[src/rtl/signed_down_reload_counter.sv]
// Signed W-bit down counter with load, enable and wrap/saturate/one-shot/auto-reload
// terminal-count modes, gated by an IDLE/RUN/HALT FSM.
module signed_down_reload_counter #(
  parameter int W = 4
) (
  input  logic         C,
  input  logic         CLR,
  input  logic         EN,
  input  logic         LD,
  input  logic [W-1:0] D,
  input  logic [1:0]   MODE,
  output logic [W-1:0] Q,
  output logic         ZERO,
  output logic         TC,
  output logic         DONE,
  output logic         BUSY
);
  localparam logic signed [W-1:0] MIN = {1'b1, {(W-1){1'b0}}};
  localparam logic signed [W-1:0] MAX = {1'b0, {(W-1){1'b1}}};
  localparam logic signed [W-1:0] ONE = {{(W-1){1'b0}}, 1'b1};
  localparam logic signed [W-1:0] ZRO = '0;

  typedef enum logic [1:0] {IDLE, RUN, HALT} state_t;

  state_t              r_state;
  logic signed [W-1:0] r_q, r_rld;
  logic                r_tc, r_done, r_busy;

  logic signed [W-1:0] w_dec, w_wrap;
  logic                w_at_min;

  assign w_dec    = r_q - ONE;
  assign w_at_min = (r_q == MIN);
  assign w_wrap   = w_at_min ? MAX : w_dec;

  always_ff @(posedge C or posedge CLR) begin
    if (CLR) begin
      r_state <= IDLE;
      r_q     <= '0;
      r_rld   <= '0;
      r_tc    <= 1'b0;
      r_done  <= 1'b0;
      r_busy  <= 1'b0;
    end else begin
      // TC is a single-cycle pulse; only a wrap or reload below re-raises it
      r_tc <= 1'b0;
      if (LD) begin
        r_q     <= $signed(D);
        r_rld   <= $signed(D);
        r_state <= RUN;
        r_done  <= 1'b0;
        r_busy  <= 1'b1;
      end else if (r_state == RUN && EN) begin
        unique case (MODE)
          2'b00: begin
            r_q  <= w_wrap;
            r_tc <= w_at_min;
          end
          2'b01: begin
            if (w_at_min) begin
              r_state <= HALT;
              r_done  <= 1'b1;
              r_busy  <= 1'b0;
            end else begin
              r_q <= w_dec;
            end
          end
          2'b10: begin
            if (r_q > ONE) begin
              r_q <= w_dec;
            end else begin
              // Q==1 lands on zero as it halts; Q<=0 just halts in place
              if (r_q == ONE) r_q <= '0;
              r_state <= HALT;
              r_done  <= 1'b1;
              r_busy  <= 1'b0;
            end
          end
          default: begin
            if (r_q == ZRO) begin
              r_q  <= r_rld;
              r_tc <= 1'b1;
            end else begin
              r_q  <= w_wrap;
              r_tc <= w_at_min;
            end
          end
        endcase
      end
    end
  end

  assign Q    = r_q;
  assign ZERO = (r_q == ZRO);
  assign TC   = r_tc;
  assign DONE = r_done;
  assign BUSY = r_busy;
endmodule

[config.mk]
export PLATFORM = sky130hd
export DESIGN_NAME = signed_down_reload_counter
export DESIGN_NICKNAME = d
export VERILOG_FILES = /design/src/rtl/signed_down_reload_counter.sv
export SDC_FILE = /design/constraint.sdc
export NUM_CORES = 1
export LEC_CHECK = 0
export CAP_MARGIN = 25
export CORE_UTILIZATION = 40
export CTS_BUF_LIST = sky130_fd_sc_hd__clkbuf_16
export CTS_CLUSTER_SIZE = 20
export DETAILED_ROUTE_END_ITERATION = 7
export PLACE_DENSITY = 0.65
export SLEW_MARGIN = 20
export SYNTH_ARGS = -nofsm -noshare
export SYNTH_HDL_FRONTEND = slang
export SYNTH_SLANG_ARGS = --single-unit
[constraint.sdc]
create_clock -name C -period 2.1 [get_ports C]
set_clock_uncertainty 0.15 [all_clocks]
set_input_delay 0.42 -clock C [delete_from_list [all_inputs] [get_ports C]]
set_output_delay 0.42 -clock C [all_outputs]
set_load 0.005 [all_outputs]
# Yosys cells after proc, flatten, opt, wreduce, memory -nomap -nowiden
# Index checks and enable logic that the tools add are counted.
# word_totals
reg_bits	13
inputBits	10
word_cells	52
# op_classes
add_sub_neg	1
order_cmp	1
n_eq_ne	9
muxes	27
n_reduce_logical	8
# ops
cell	count
4-bit 2-to-1 mux	7
4-bit one-hot mux with 3 select lines	1
1-bit 2-to-1 mux	11
3-bit != test, second input constant	3
2-bit 2-to-1 mux	4
1-bit one-hot mux with 2 select lines	3
2-bit by 1-bit equality test with 1-bit output, second input constant	2
4-bit by 2-bit equality test with 1-bit output, second input constant	1
4-bit equality test, second input constant	1
4-bit by 2-bit > comparator with 1-bit output, second input constant	1
4-bit zero test	1
4-bit != test, second input constant	1
2-bit one-hot mux with 2 select lines	1
4-bit AND reduction	1
4-bit by 2-bit subtractor with 4-bit output, second input constant	1
3-bit AND reduction	1
3-bit nonzero test	1
2-bit equality test, second input constant	1
2-bit zero test	1
2-bit nonzero test	1
2-bit OR reduction	1
1-bit logical AND	1

# Depth between registers and ports, before layout
# depth
ltp_word	6
depth_mapped	8
depth_no_buf	7

# Worst setup path before layout
# OpenSTA, ideal clock, no wires.
# synth_timing
kind	register to register
start	register r_q[0] (netlist: Q[0])
end	register r_q[0] (netlist: Q[0])
setup_ns	0.092
arrival_time_ns	1.507
required_ns	1.858
path_slack_ns	0.351
stages_incl_launch_ff	9
cell_sequence	dfrtp_1 inv_1 ha_1 nand2b_1 buf_6 nor3_4 nor3_4 nor3b_2 o31ai_2
# synth_between
elab_chain_len	6
word_cells_on_any_way	15
cone_classes	add/sub (1); order compare (1); eq/ne (4); mux (7); reduce/logical (2)
# synth_rtl
item	line_no	rtl
start, declared	26	logic signed [W-1:0] r_q, r_rld;
start signal, assigned	48	r_q <= $signed(D);
start signal, assigned	56	r_q <= w_wrap;
start signal, assigned	65	r_q <= w_dec;
4-bit by 2-bit subtractor with 4-bit output / 4-bit equality test (equally long branches)	32, 33	
4-bit 2-to-1 mux	34	assign w_wrap = w_at_min ? MAX : w_dec;
4-bit 2-to-1 mux	80	if (r_q == ZRO) begin
4-bit one-hot mux with 3 select lines	54	unique case (MODE)
4-bit 2-to-1 mux	53	end else if (r_state == RUN && EN) begin
4-bit 2-to-1 mux	47	if (LD) begin
# Parallel ways exist; a longest one is shown, timed or not. The select of a mux whose other input is x is not followed.
# A chain may end at the register's enable or synchronous reset.

# Final worst setup path
# layout_timing
start	input MODE[0]
end	register r_q[0] (netlist: Q[0])
# layout_between
elab_chain_len	4
word_cells_on_any_way	9
cone_classes	eq/ne (4); mux (3); reduce/logical (2)
# layout_rtl
item	line_no	rtl
start, declared	11	input logic [1:0] MODE,
2-bit equality test (tied with other cells)	54	
4-bit one-hot mux with 3 select lines	54	
4-bit 2-to-1 mux	53	
4-bit 2-to-1 mux	47	
# Parallel ways exist; a longest one is shown, timed or not. The select of a mux whose other input is x is not followed.

==> results.md <==
- Status: completed
- Die area: 2155 sq um
- Max Slew Vio Count: 0
- Post-Syn Nets: 96
- Post-synth EDFFs: 0
- Max rail drop VDD: 0.5785 mV
- Placed insts: 134
- Synthesized area per cell: 9.512 sq um
- Cell Area, Synth: 789.5 sq um
- Dpl hpwl: 1.384 mm
- Placed instance area: 1059 sq um
- Power per cell area: 738.5 nW/um^2
- Cell count after synthesis: 83
- Die Span Y: 46.43 um
- Final nets: 127
- Drt total wl: 1.767 mm
- Startpoint types: input pin
- Crit-path cells: clkdlybuf4s50_1 > bufinv_8 > nor3_4 > nor3_4 > nor3b_2 > o31ai_2
- Library cells used by synthesis: 31
- Slew Limit Headroom: 71.39%
- Worst path slowest cell: clkdlybuf4s50_1
- Crit path largest cell delay: 570 ps
- DR WL/cell: 12.80 um
- Most frequent CP cell: nor3_4
- Reg-to-reg slack, setup: 160 ps
- First-pass GRT wire length: 2.953 mm
- Routability Congestion: 0.9130
- RSZ-0062 raised after global routing: false
- LEAKAGE: 0.4996 nW
- # hold bufs at CTS: 0
- Setup TNS: 0 ps
- Worst-skew pair later-pin latency: 230 ps
- Clock buffer count from CTS: 3
- Register area share after synthesis: 34.87%
- Part of the cycle the worst path needs: 93.98%
- ANT cells: 0
- Root Buffer: clkbuf_16
- Reg2reg start: Q[0]
- Share of synthesized registers carrying an async set or reset: 100.0%
- Row count: 15
- Setup Viol. Count Final: 0
- Initial antenna violation count: 0
- Arrival @ worst endpoint: 1960 ps
- YS warnings: 0
- CTS tree: done
- Clock buffer depth: 2
- Crit. End Element: register
- Antenna Nets Post-Route: 0
- Vias post-DR: 729
- Initial core utilization: 44.28%
- Synth Flop Type: dfrtp_1
- FF+latch count, synth: 11
- Vias in the first global route: 668
- WP data required: 2090 ps
- Clock period minus final worst setup slack: 1974 ps
- DR pass1 iterations: 4
- Core area: 1783 sq um
- Final hold violations: 0
- Worst r2r path cells: 7
- Syn-to-layout area delta: 44.22%
- Worst Tran Pin Value: 428.7 ps
- GRT overflow: 0
- MaxCap Viol Count: 0
- PortBufs: 17
- Drt drc: 0
- Fmax: 0.5067 GHz
- Total GRT Usage: 19.43%
- Crit-path max FO: 7
- IO Count: 18
- Hold Crit Class: input pin to asynchronous set/reset pin
- Ratio of cells with drive above 1 in the final layout: 23.01%
- DRT iter0 DRCs: 16
- Fillers: 143
- Via-to-Cell Ratio: 5.283
- Clock-pin slew on the worst setup and hold paths: 40 ps
- Worst Setup Path Type: input pin to register
- Die Span X: 46.43 um
- Cell area after layout: 1139 sq um
- Clock Sinks: 11
- R2r endpoint: Q[0]
- Post-Layout Cell Count: 138
- Largest net degree at the start of global routing: 12
- H-tree lvl count: 1
- Core Util, Final: 63.86%
[per-layer routing]
layer / wire length, um / share of wire, % / global-route usage [%] / vias up
li1: - / - / - / 362
met1: 851 / 48 / 28.54 / 348
met2: 818 / 46 / 28.06 / 15
met3: 65 / 3.7 / 1.176 / 4
met4: 31 / 1.8 / 10.59 / 0
met5: 0 / 0 / 0 / -
[how the worst max path moves through the flow]
stage               startpoint  endpoint  slack [ps]  cells past startpoint
floorplan                 Q[0]      Q[0]         350                      8
global placement       MODE[0]      Q[1]         -30                      6
detailed placement     MODE[0]      Q[0]         -80                      6
CTS                    MODE[0]      Q[0]         140                      6
global route           MODE[0]      Q[0]          10                      6
finish                 MODE[0]      Q[0]         130                      6
[layout by cell type (no fill, tap or decap)]
cell type and count:
dfrtp_1 11, inv_1 10, clkdlybuf4s50_1 16, o21ai_1 1, a21oi_1 9, nand2b_4 1, nand2_1 4, nor4_1 2
nor2_1 5, o21bai_1 3, nor4b_1 1, nor4b_4 1, nor3b_2 2, nand3_1 4, ha_2 1, bufinv_8 1
mux2_2 2, nand3b_1 1, dlygate4sd2_1 1, a21o_1 1, nand2b_1 3, nor3_4 2, a221oi_1 1, or3_1 1
o31ai_2 2, ha_1 2, clkbuf_16 3, buf_4 11, o21ai_0 4, nor2b_1 1, nor3_1 2, a211o_1 1
nand4b_1 2, o311ai_1 1
[per-stage QoR]
| stage | setup slack (ps) | hold slack [ps] | total power (W) |
|---|---|---|---|
| 4_1_cts | 144.8 | 355.4 | 0.0008477 |
| 3_5_place_dp | -82.56 | 347.5 | 0.0005056 |
| 6_report | 126.5 | 336.7 | 0.0008408 |
| 3_3_place_gp | -27.63 | 341.0 | 0.0005036 |
| 5_1_grt | 10.91 | 390.9 | 0.0008803 |
| 2_1_floorplan | 350.7 | 122.4 | 0.0003962 |
[cell usage after synthesis, types with 2 or more instances]
| cell | count | area, sq um |
|---|---|---|
| o31ai_2 | 2 | 25.02 |
| a21oi_1 | 9 | 45.04 |
| inv_1 | 9 | 33.78 |
| nor3b_2 | 2 | 25.02 |
| o21bai_1 | 3 | 22.52 |
| nand2b_1 | 3 | 18.77 |
| ha_1 | 3 | 37.54 |
| nor3_4 | 2 | 32.53 |
| nor2_1 | 5 | 18.77 |
| o21ai_0 | 4 | 20.02 |
| nor3_1 | 2 | 10.01 |
| nand3_1 | 4 | 20.02 |
| nand4b_1 | 2 | 17.52 |
| nand2_1 | 4 | 15.01 |
| nor4_1 | 2 | 12.51 |
| mux2_2 | 2 | 22.52 |
| dfrtp_1 | 11 | 275.3 |
[cell type report]
class | instances | area, sq um | area share, %
clock inverter | 1 | 3.754 | 0.3297
tap | 25 | 31.28 | 2.747
clock buffer | 3 | 75.07 | 6.593
timing repair buffer | 28 | 251.5 | 22.09
sequential | 11 | 275.3 | 24.18
inverter | 10 | 51.30 | 4.506
multi-input combinational | 60 | 450.4 | 39.56
[registers in the layout, indices dropped and copies added, names as in the netlist]
name / count
TC: 1
r_state: 2
Q: 4
r_rld: 4
[kinds of logic (layout without fill, tap and decap cells)]
family                     count (synthesis)  count (layout)  share of synthesized area [%]
muxes                                      2               2                          2.852
adders and majority gates                  3               3                          4.755
DFF                                       11              11                          34.86
and+or+nand+nor                           32              32                          29.95
buffers and inverters                     12              42                          8.399
AOI/OAI and AO/OA                         23              23                          19.18
[repair_timing]
action | in CTS | in global routing
setup endpoints to repair | 1 | 0
setup buffers | 0 | 0
gates resized for setup | 2 | 0
[where the power goes]
group	internal (W)	switching (W)
registers	0.000234	0.0000179
clock network	0.000249	0.0000880
logic	0.000132	0.000119
[worst max-delay path, delay by kind of cell]
kind	cells	cell delay [ps]
compound gates	1	230
buf+inv	2	790
simple gates	3	510
No activity file was read; power rests on OpenSTA's default activity.
